File: src/rtl/host_cmd_pkg.sv
// host_cmd_pkg: command byte codes, request encodings, FSM states and
// per-command frame-shape helpers shared by the host command master.
package host_cmd_pkg;

    localparam logic [7:0] CMD_RF_WR   = 8'hAA;
    localparam logic [7:0] CMD_RF_RD   = 8'hBB;
    localparam logic [7:0] CMD_ALU_OP  = 8'hCC;
    localparam logic [7:0] CMD_ALU_NOP = 8'hDD;

    typedef enum logic [1:0] {
        REQ_RF_WR   = 2'd0,
        REQ_RF_RD   = 2'd1,
        REQ_ALU_OP  = 2'd2,
        REQ_ALU_NOP = 2'd3
    } req_cmd_e;

    typedef enum logic [1:0] {
        ST_IDLE,
        ST_SEND,
        ST_WAIT_RSP,
        ST_DONE
    } state_e;

    // Command byte leading each frame.
    function automatic logic [7:0] cmd_code(input req_cmd_e cmd);
        case (cmd)
            REQ_RF_WR:  return CMD_RF_WR;
            REQ_RF_RD:  return CMD_RF_RD;
            REQ_ALU_OP: return CMD_ALU_OP;
            default:    return CMD_ALU_NOP;
        endcase
    endfunction

    // Total frame length in bytes, command byte included.
    function automatic logic [2:0] frame_len(input req_cmd_e cmd);
        case (cmd)
            REQ_RF_WR:  return 3'd3;
            REQ_RF_RD:  return 3'd2;
            REQ_ALU_OP: return 3'd4;
            default:    return 3'd2;
        endcase
    endfunction

    // Number of response bytes the far end returns.
    function automatic logic [1:0] rsp_count(input req_cmd_e cmd);
        case (cmd)
            REQ_RF_WR:  return 2'd0;
            REQ_RF_RD:  return 2'd1;
            default:    return 2'd2;
        endcase
    endfunction

endpackage

File: src/rtl/host_cmd_wdog.sv
// host_cmd_wdog: loadable down-counter producing a one-cycle expire strobe
// after TIMEOUT_CYCLES consecutive running, non-loading cycles.
// Only instantiated when HOST_CMD_TIMEOUT_EN is defined.
module host_cmd_wdog #(
    parameter int unsigned TIMEOUT_CYCLES = 65535
) (
    input  logic clk,
    input  logic rst_n,
    input  logic load,
    input  logic run,
    output logic expire
);

    localparam int unsigned TO_EFF = (TIMEOUT_CYCLES == 0) ? 1 : TIMEOUT_CYCLES;
    localparam int unsigned CW     = (TO_EFF > 1) ? $clog2(TO_EFF + 1) : 1;
    localparam logic [CW-1:0] RELOAD = CW'(TO_EFF);

    logic [CW-1:0] cnt_q;

    // Count down while running; any load restarts the full interval.
    always_ff @(posedge clk or negedge rst_n) begin
        if (!rst_n) begin
            cnt_q <= RELOAD;
        end else if (load) begin
            cnt_q <= RELOAD;
        end else if (run && (cnt_q != '0)) begin
            cnt_q <= cnt_q - CW'(1);
        end
    end

    assign expire = run && !load && (cnt_q == CW'(1));

endmodule

File: src/rtl/host_cmd_master.sv
// host_cmd_master: serialises one request into a UART command frame, then
// assembles the response bytes into a single response word.
// Optional feature macro: HOST_CMD_TIMEOUT_EN (response timeout watchdog).
module host_cmd_master
    import host_cmd_pkg::*;
#(
    parameter int unsigned ADDR_WIDTH     = 4,
    parameter int unsigned DATA_WIDTH     = 8,
    parameter int unsigned RSP_WIDTH      = 16,
    parameter int unsigned TIMEOUT_CYCLES = 65535
) (
    input  logic                  CLK,
    input  logic                  RST_n,
    input  logic                  req_valid,
    output logic                  req_ready,
    input  logic [1:0]            req_cmd,
    input  logic [ADDR_WIDTH-1:0] req_addr,
    input  logic [DATA_WIDTH-1:0] req_data,
    input  logic [DATA_WIDTH-1:0] req_a,
    input  logic [DATA_WIDTH-1:0] req_b,
    input  logic [3:0]            req_func,
    output logic [DATA_WIDTH-1:0] tx_data,
    output logic                  tx_valid,
    input  logic                  tx_ready,
    input  logic [DATA_WIDTH-1:0] rx_data,
    input  logic                  rx_valid,
    output logic                  rsp_valid,
    output logic [RSP_WIDTH-1:0]  rsp_data,
    output logic                  rsp_timeout,
    output logic                  rx_unexpected
);

    state_e                state_q, state_d;
    req_cmd_e              cmd_q;
    logic [ADDR_WIDTH-1:0] addr_q;
    logic [DATA_WIDTH-1:0] data_q, a_q, b_q;
    logic [3:0]            func_q;
    logic [1:0]            byte_idx_q;
    logic [1:0]            rsp_idx_q;
    logic [RSP_WIDTH-1:0]  rsp_data_q;
    logic                  rx_unexp_q;
    logic                  accept;
    logic                  last_byte;
    logic                  last_rsp;
    logic                  no_rsp;
    logic                  expire;

    assign req_ready     = (state_q == ST_IDLE);
    assign accept        = req_valid && req_ready;
    assign tx_valid      = (state_q == ST_SEND);
    assign rsp_valid     = (state_q == ST_DONE);
    assign rsp_data      = rsp_data_q;
    assign rx_unexpected = rx_unexp_q;

    assign last_byte = ({1'b0, byte_idx_q} == (frame_len(cmd_q) - 3'd1));
    assign last_rsp  = (rsp_idx_q == (rsp_count(cmd_q) - 2'd1));
    assign no_rsp    = (rsp_count(cmd_q) == 2'd0);

`ifdef HOST_CMD_TIMEOUT_EN
    logic timed_out_q;

    host_cmd_wdog #(
        .TIMEOUT_CYCLES(TIMEOUT_CYCLES)
    ) u_wdog (
        .clk   (CLK),
        .rst_n (RST_n),
        .load  ((state_q != ST_WAIT_RSP) || rx_valid),
        .run   (state_q == ST_WAIT_RSP),
        .expire(expire)
    );

    // Remember that the pending response ended by expiry; cleared per request.
    always_ff @(posedge CLK or negedge RST_n) begin
        if (!RST_n) begin
            timed_out_q <= 1'b0;
        end else if (accept) begin
            timed_out_q <= 1'b0;
        end else if ((state_q == ST_WAIT_RSP) && !rx_valid && expire) begin
            timed_out_q <= 1'b1;
        end
    end

    assign rsp_timeout = timed_out_q && (state_q == ST_DONE);
`else
    assign expire      = 1'b0;
    assign rsp_timeout = 1'b0;
`endif

    // FSM state register.
    always_ff @(posedge CLK or negedge RST_n) begin
        if (!RST_n) begin
            state_q <= ST_IDLE;
        end else begin
            state_q <= state_d;
        end
    end

    // Next-state logic; a received byte takes priority over expiry.
    always_comb begin
        state_d = state_q;
        case (state_q)
            ST_IDLE: begin
                if (accept) state_d = ST_SEND;
            end
            ST_SEND: begin
                if (tx_ready && last_byte) state_d = no_rsp ? ST_DONE : ST_WAIT_RSP;
            end
            ST_WAIT_RSP: begin
                if (rx_valid) begin
                    if (last_rsp) state_d = ST_DONE;
                end else if (expire) begin
                    state_d = ST_DONE;
                end
            end
            default: state_d = ST_IDLE;
        endcase
    end

    // Frame byte selection; driven to zero outside SEND.
    always_comb begin
        tx_data = '0;
        if (state_q == ST_SEND) begin
            case (byte_idx_q)
                2'd0: tx_data = DATA_WIDTH'(cmd_code(cmd_q));
                2'd1: begin
                    case (cmd_q)
                        REQ_RF_WR, REQ_RF_RD: tx_data = DATA_WIDTH'(addr_q);
                        REQ_ALU_OP:           tx_data = a_q;
                        default:              tx_data = DATA_WIDTH'(func_q);
                    endcase
                end
                2'd2: begin
                    case (cmd_q)
                        REQ_RF_WR:  tx_data = data_q;
                        REQ_ALU_OP: tx_data = b_q;
                        default:    tx_data = '0;
                    endcase
                end
                default: tx_data = DATA_WIDTH'(func_q);
            endcase
        end
    end

    // Request capture, byte/response indices, response assembly, stray flag.
    always_ff @(posedge CLK or negedge RST_n) begin
        if (!RST_n) begin
            cmd_q      <= REQ_RF_WR;
            addr_q     <= '0;
            data_q     <= '0;
            a_q        <= '0;
            b_q        <= '0;
            func_q     <= '0;
            byte_idx_q <= '0;
            rsp_idx_q  <= '0;
            rsp_data_q <= '0;
            rx_unexp_q <= 1'b0;
        end else begin
            rx_unexp_q <= rx_valid && (state_q != ST_WAIT_RSP);
            case (state_q)
                ST_IDLE: begin
                    if (accept) begin
                        cmd_q      <= req_cmd_e'(req_cmd);
                        addr_q     <= req_addr;
                        data_q     <= req_data;
                        a_q        <= req_a;
                        b_q        <= req_b;
                        func_q     <= req_func;
                        byte_idx_q <= '0;
                        rsp_idx_q  <= '0;
                        rsp_data_q <= '0;
                    end
                end
                ST_SEND: begin
                    if (tx_ready) byte_idx_q <= byte_idx_q + 2'd1;
                end
                ST_WAIT_RSP: begin
                    if (rx_valid) begin
                        if (rsp_idx_q == 2'd0) begin
                            rsp_data_q[DATA_WIDTH-1:0] <= rx_data;
                        end else begin
                            rsp_data_q[2*DATA_WIDTH-1:DATA_WIDTH] <= rx_data;
                        end
                        rsp_idx_q <= rsp_idx_q + 2'd1;
                    end
                end
                default: ;
            endcase
        end
    end

endmodule

File: config.mk
export PLATFORM = sky130hd
export DESIGN_NAME = host_cmd_master
export DESIGN_NICKNAME = d
export VERILOG_FILES = /design/src/rtl/host_cmd_pkg.sv /design/src/rtl/host_cmd_wdog.sv /design/src/rtl/host_cmd_master.sv
export SDC_FILE = /design/constraint.sdc
export NUM_CORES = 1
export LEC_CHECK = 0
export CORE_MARGIN = 8
export CORE_UTILIZATION = 35
export DETAILED_ROUTE_END_ITERATION = 8
export PLACE_DENSITY_LB_ADDON = 0.3
export SLEW_MARGIN = 40
export SYNTH_ARGS = -nofsm -noshare
export SYNTH_HDL_FRONTEND = slang
export SYNTH_HIERARCHICAL = 1
export SYNTH_SLANG_ARGS = --single-unit
File: constraint.sdc
create_clock -name CLK -period 1.8 [get_ports CLK]
set_clock_uncertainty 0.05 [all_clocks]
set_input_delay 0.18 -clock CLK [delete_from_list [all_inputs] [get_ports CLK]]
set_output_delay 0.18 -clock CLK [all_outputs]
set_load 0.1 [all_outputs]
==> qor.yml <==
finish:
  count_of_antenna_diodes_in_the_layout: 0
  mostFrequentLayoutCell: "sky130_fd_sc_hd__dfrtp_1"
  mostFrequentLayoutCells: "sky130_fd_sc_hd__dfrtp_1, sky130_fd_sc_hd__buf_4, sky130_fd_sc_hd__clkdlybuf4s50_1"
  drive_gt1_share_pct: 43.4
  synthToLayoutAreaGrowth_pct: 57.3
  design.final.nets: 430
  final_core_utilization_pct: 56.1
  fin_cells: 483
route:
  post-route-drc-count: 0
  dr.pass1.iters: 4
  detail_route.wl_per_cell_um: 15.7
  first_iter_violations: 65
  dr_total_vias: 2330
  finalWirelength_mm: 7.60
  antenna_left: 0
  vias_per_cell: 4.82
place:
  place.detailed.hpwl_mm: 5.56
  place.port_buffers: 74
  gpl.final_weighted_congestion: 0.774
  placed_cells: 457
clock_network:
  cts-root-to-sink-buffers: 2
  cts_buffers: 9
  number_of_levels_in_the_clock_h_tree: 3
  clk_latency_ns: 0.34
  cts_root_buffer: "sky130_fd_sc_hd__clkbuf_8"
  clk_slew_on_worst_s_h_paths_ns: 0.07
  tritoncts_clock_tree: "yes"
  clock-sinks: 57
sta:
  worst_hold_slack_ns: 0.328
  max_freq_mhz: 474
  setup-tns-final_ns: -2.15
  finalMaxSlewViolations: 0
  setup-violations-final: 8
  period_needed_ns: 2.11
  rsz0062_at_grt: "true"
  period_share_pct: 117
  setup_slack_ns: -0.309
  hold_vio_cnt_final: 0
hold_path:
  hold_path_class: "in2async"
worst_setup_path:
  critPathMaxStageDelay_ns: 0.41
  path_class: "reg2out"
  cp.depth: 7
  path_buf_inv: 2
  worst_setup_path_start_kind: "flip-flop"
  timing.critical_path.max_delay_family: "simple AND/OR/NAND/NOR gates"
  crit_path_end_kind: "output port"
  path_cells: "inv_2 -> ha_4 -> and2b_4 -> a21oi_2 -> or2_1 -> a31oi_4 -> buf_12"
  worstPathMaxFanout: 8
  reg2reg_depth: 5
  timing.critical_path.arrival_ns: 1.88
  critical_path.slowest_cell: "sky130_fd_sc_hd__dfrtp_1"
  worstPathRequired_ns: 1.57
yosys:
  synth_largest_type_area_fraction_pct: 49.1
  synthFlopType: "sky130_fd_sc_hd__dfrtp_1"
  synth_nets: 320
  ys_seq_area_share_pct: 49.1
  synthSimpleGateAreaFrac_pct: 8.92
  synth_cells: 263
  yosys_warnings: 6
  postSynthRegisterBits: 57
  synth_area_per_cell_um2: 11.0
  synth-xor-area-share_pct: 0.302
  synth_area_um2: 2900
  muxShareOfSynthArea_pct: 17.3
  synth_top_family_by_area: "multiplexers"
  synthDominantAreaCellType: "sky130_fd_sc_hd__dfrtp_1"
  synth-async-reset-ratio_pct: 100
  post_synth_num_cell_types: 46
  edff_count_synth: 0
  synth.top_cells.by_area: "sky130_fd_sc_hd__dfrtp_1, sky130_fd_sc_hd__mux2_2, sky130_fd_sc_hd__ha_1"
  synth-compound-area-share_pct: 14.3
  synth_fa_ha_area_share_pct: 4.31
grt:
  first_pass_grt_wire_length_mm: 12.9
  grt_antenna_before_repair: 0
  first_global_vias: 2619
  grt_max_degree: 58
  grtUsageTotal_pct: 14.3
  globalRoute.totalOverflow: 0
outcome:
  status: "finished with violations"
  violations_in_the_final_reports: "setup timing"
floorplan:
  boundaryPins: 76
  floorplan.die_area_um2: 11500
  die_height_um: 107
  fp-row-count: 33
  die_w_um: 107
  initial_core_util_pct: 35.7
  placeableCoreArea_um2: 8130
flow_run:
  drv.max_cap_violation_count: 0
[registers in the layout, indices dropped and copies added (netlist names), 2 cells and up]
signal / cells
state_q: 2
byte_idx_q: 2
data_q: 8
a_q: 8
cmd_q: 2
rsp_data: 16
rsp_idx_q: 2
addr_q: 4
func_q: 4
b_q: 8
[layer usage]
| layer | vias up | global-route usage (%) | wire (um) |
|---|---|---|---|
| met4 | 0 | 7.14 | 164 |
| met2 | 67 | 22.8 | 3640 |
| met1 | 1111 | 16.2 | 3180 |
| met5 | - | 0 | 0 |
| met3 | 14 | 5.70 | 617 |
| li1 | 1138 | - | - |
[final cells by class]
class,instances,area [um^2]
well taps,105,131
repair buffers,115,1180
flip-flops and latches,57,1430
inverters,18,67.6
clock buffers,11,131
clock inverters,5,56.3
fillers,691,3570
multi-input cells,172,1570
[kinds of logic (layout without fill, tap and decap cells)]
family                     Yosys count  after routing
AOI/OAI and AO/OA                   61             61
other                                1              1
adders and majority gates           10             10
and+or+nand+nor                     54             54
DFF                                 57             57
buffers and inverters               34            149
muxes                               45             45
xor gates and xnor gates             1              1
[per-stage QoR]
step | area (um^2) | worst slack [ns]
global route | 4570 | -0.398
global placement | 4140 | -0.0331
finish | 4570 | -0.309
floorplan | 3050 | -0.266
CTS | 4530 | -0.339
detailed placement | 4140 | -0.0783
[path summary, 6_finish.rpt]
path                                 to           from  slack, ns
min                              b_q[0]          RST_n       0.33
min reg2reg                rsp_data[13]   rsp_data[13]       0.44
max                          tx_data[1]  byte_idx_q[0]      -0.31
max in group asynchronous      cmd_q[0]          RST_n       1.11
max reg2reg                  state_q[0]       cmd_q[1]       0.09
min in group CLK            rsp_data[9]     rx_data[1]       0.37
[what timing repair did]
item                                    in CTS  in global routing
pin swaps                                   12                  8
endpoints found under the setup margin       8                 16
buffers inserted                             7                  2
endpoints found under the hold margin       57                  0
hold buffers                                 1                  0
gates resized for setup                     36                  5
[cells in the mapped netlist (all sizes together), types with 2 or more instances]
library cell  count
ha               10
nor2b             2
nand3            12
clkbuf            4
nand2b            2
inv              18
o21ai            24
o211ai            4
a31oi             4
nand2            25
a21o              3
a21oi            14
and2b             2
mux2             41
buf              12
mux2i             4
nor2              6
dfrtp            57
[worst register-to-register path, cell delays in order (launching register included)]
cell	delay [ns]
sky130_fd_sc_hd__dfrtp_2	0.46
sky130_fd_sc_hd__buf_4	0.18
sky130_fd_sc_hd__and3b_1	0.17
sky130_fd_sc_hd__a31o_2	0.21
sky130_fd_sc_hd__o211ai_2	0.19
sky130_fd_sc_hd__mux2_1	0.34
Power is left out: the tool's default activity adds up to more than one toggle a clock period on the data nets, which glitch-free logic cannot reach.
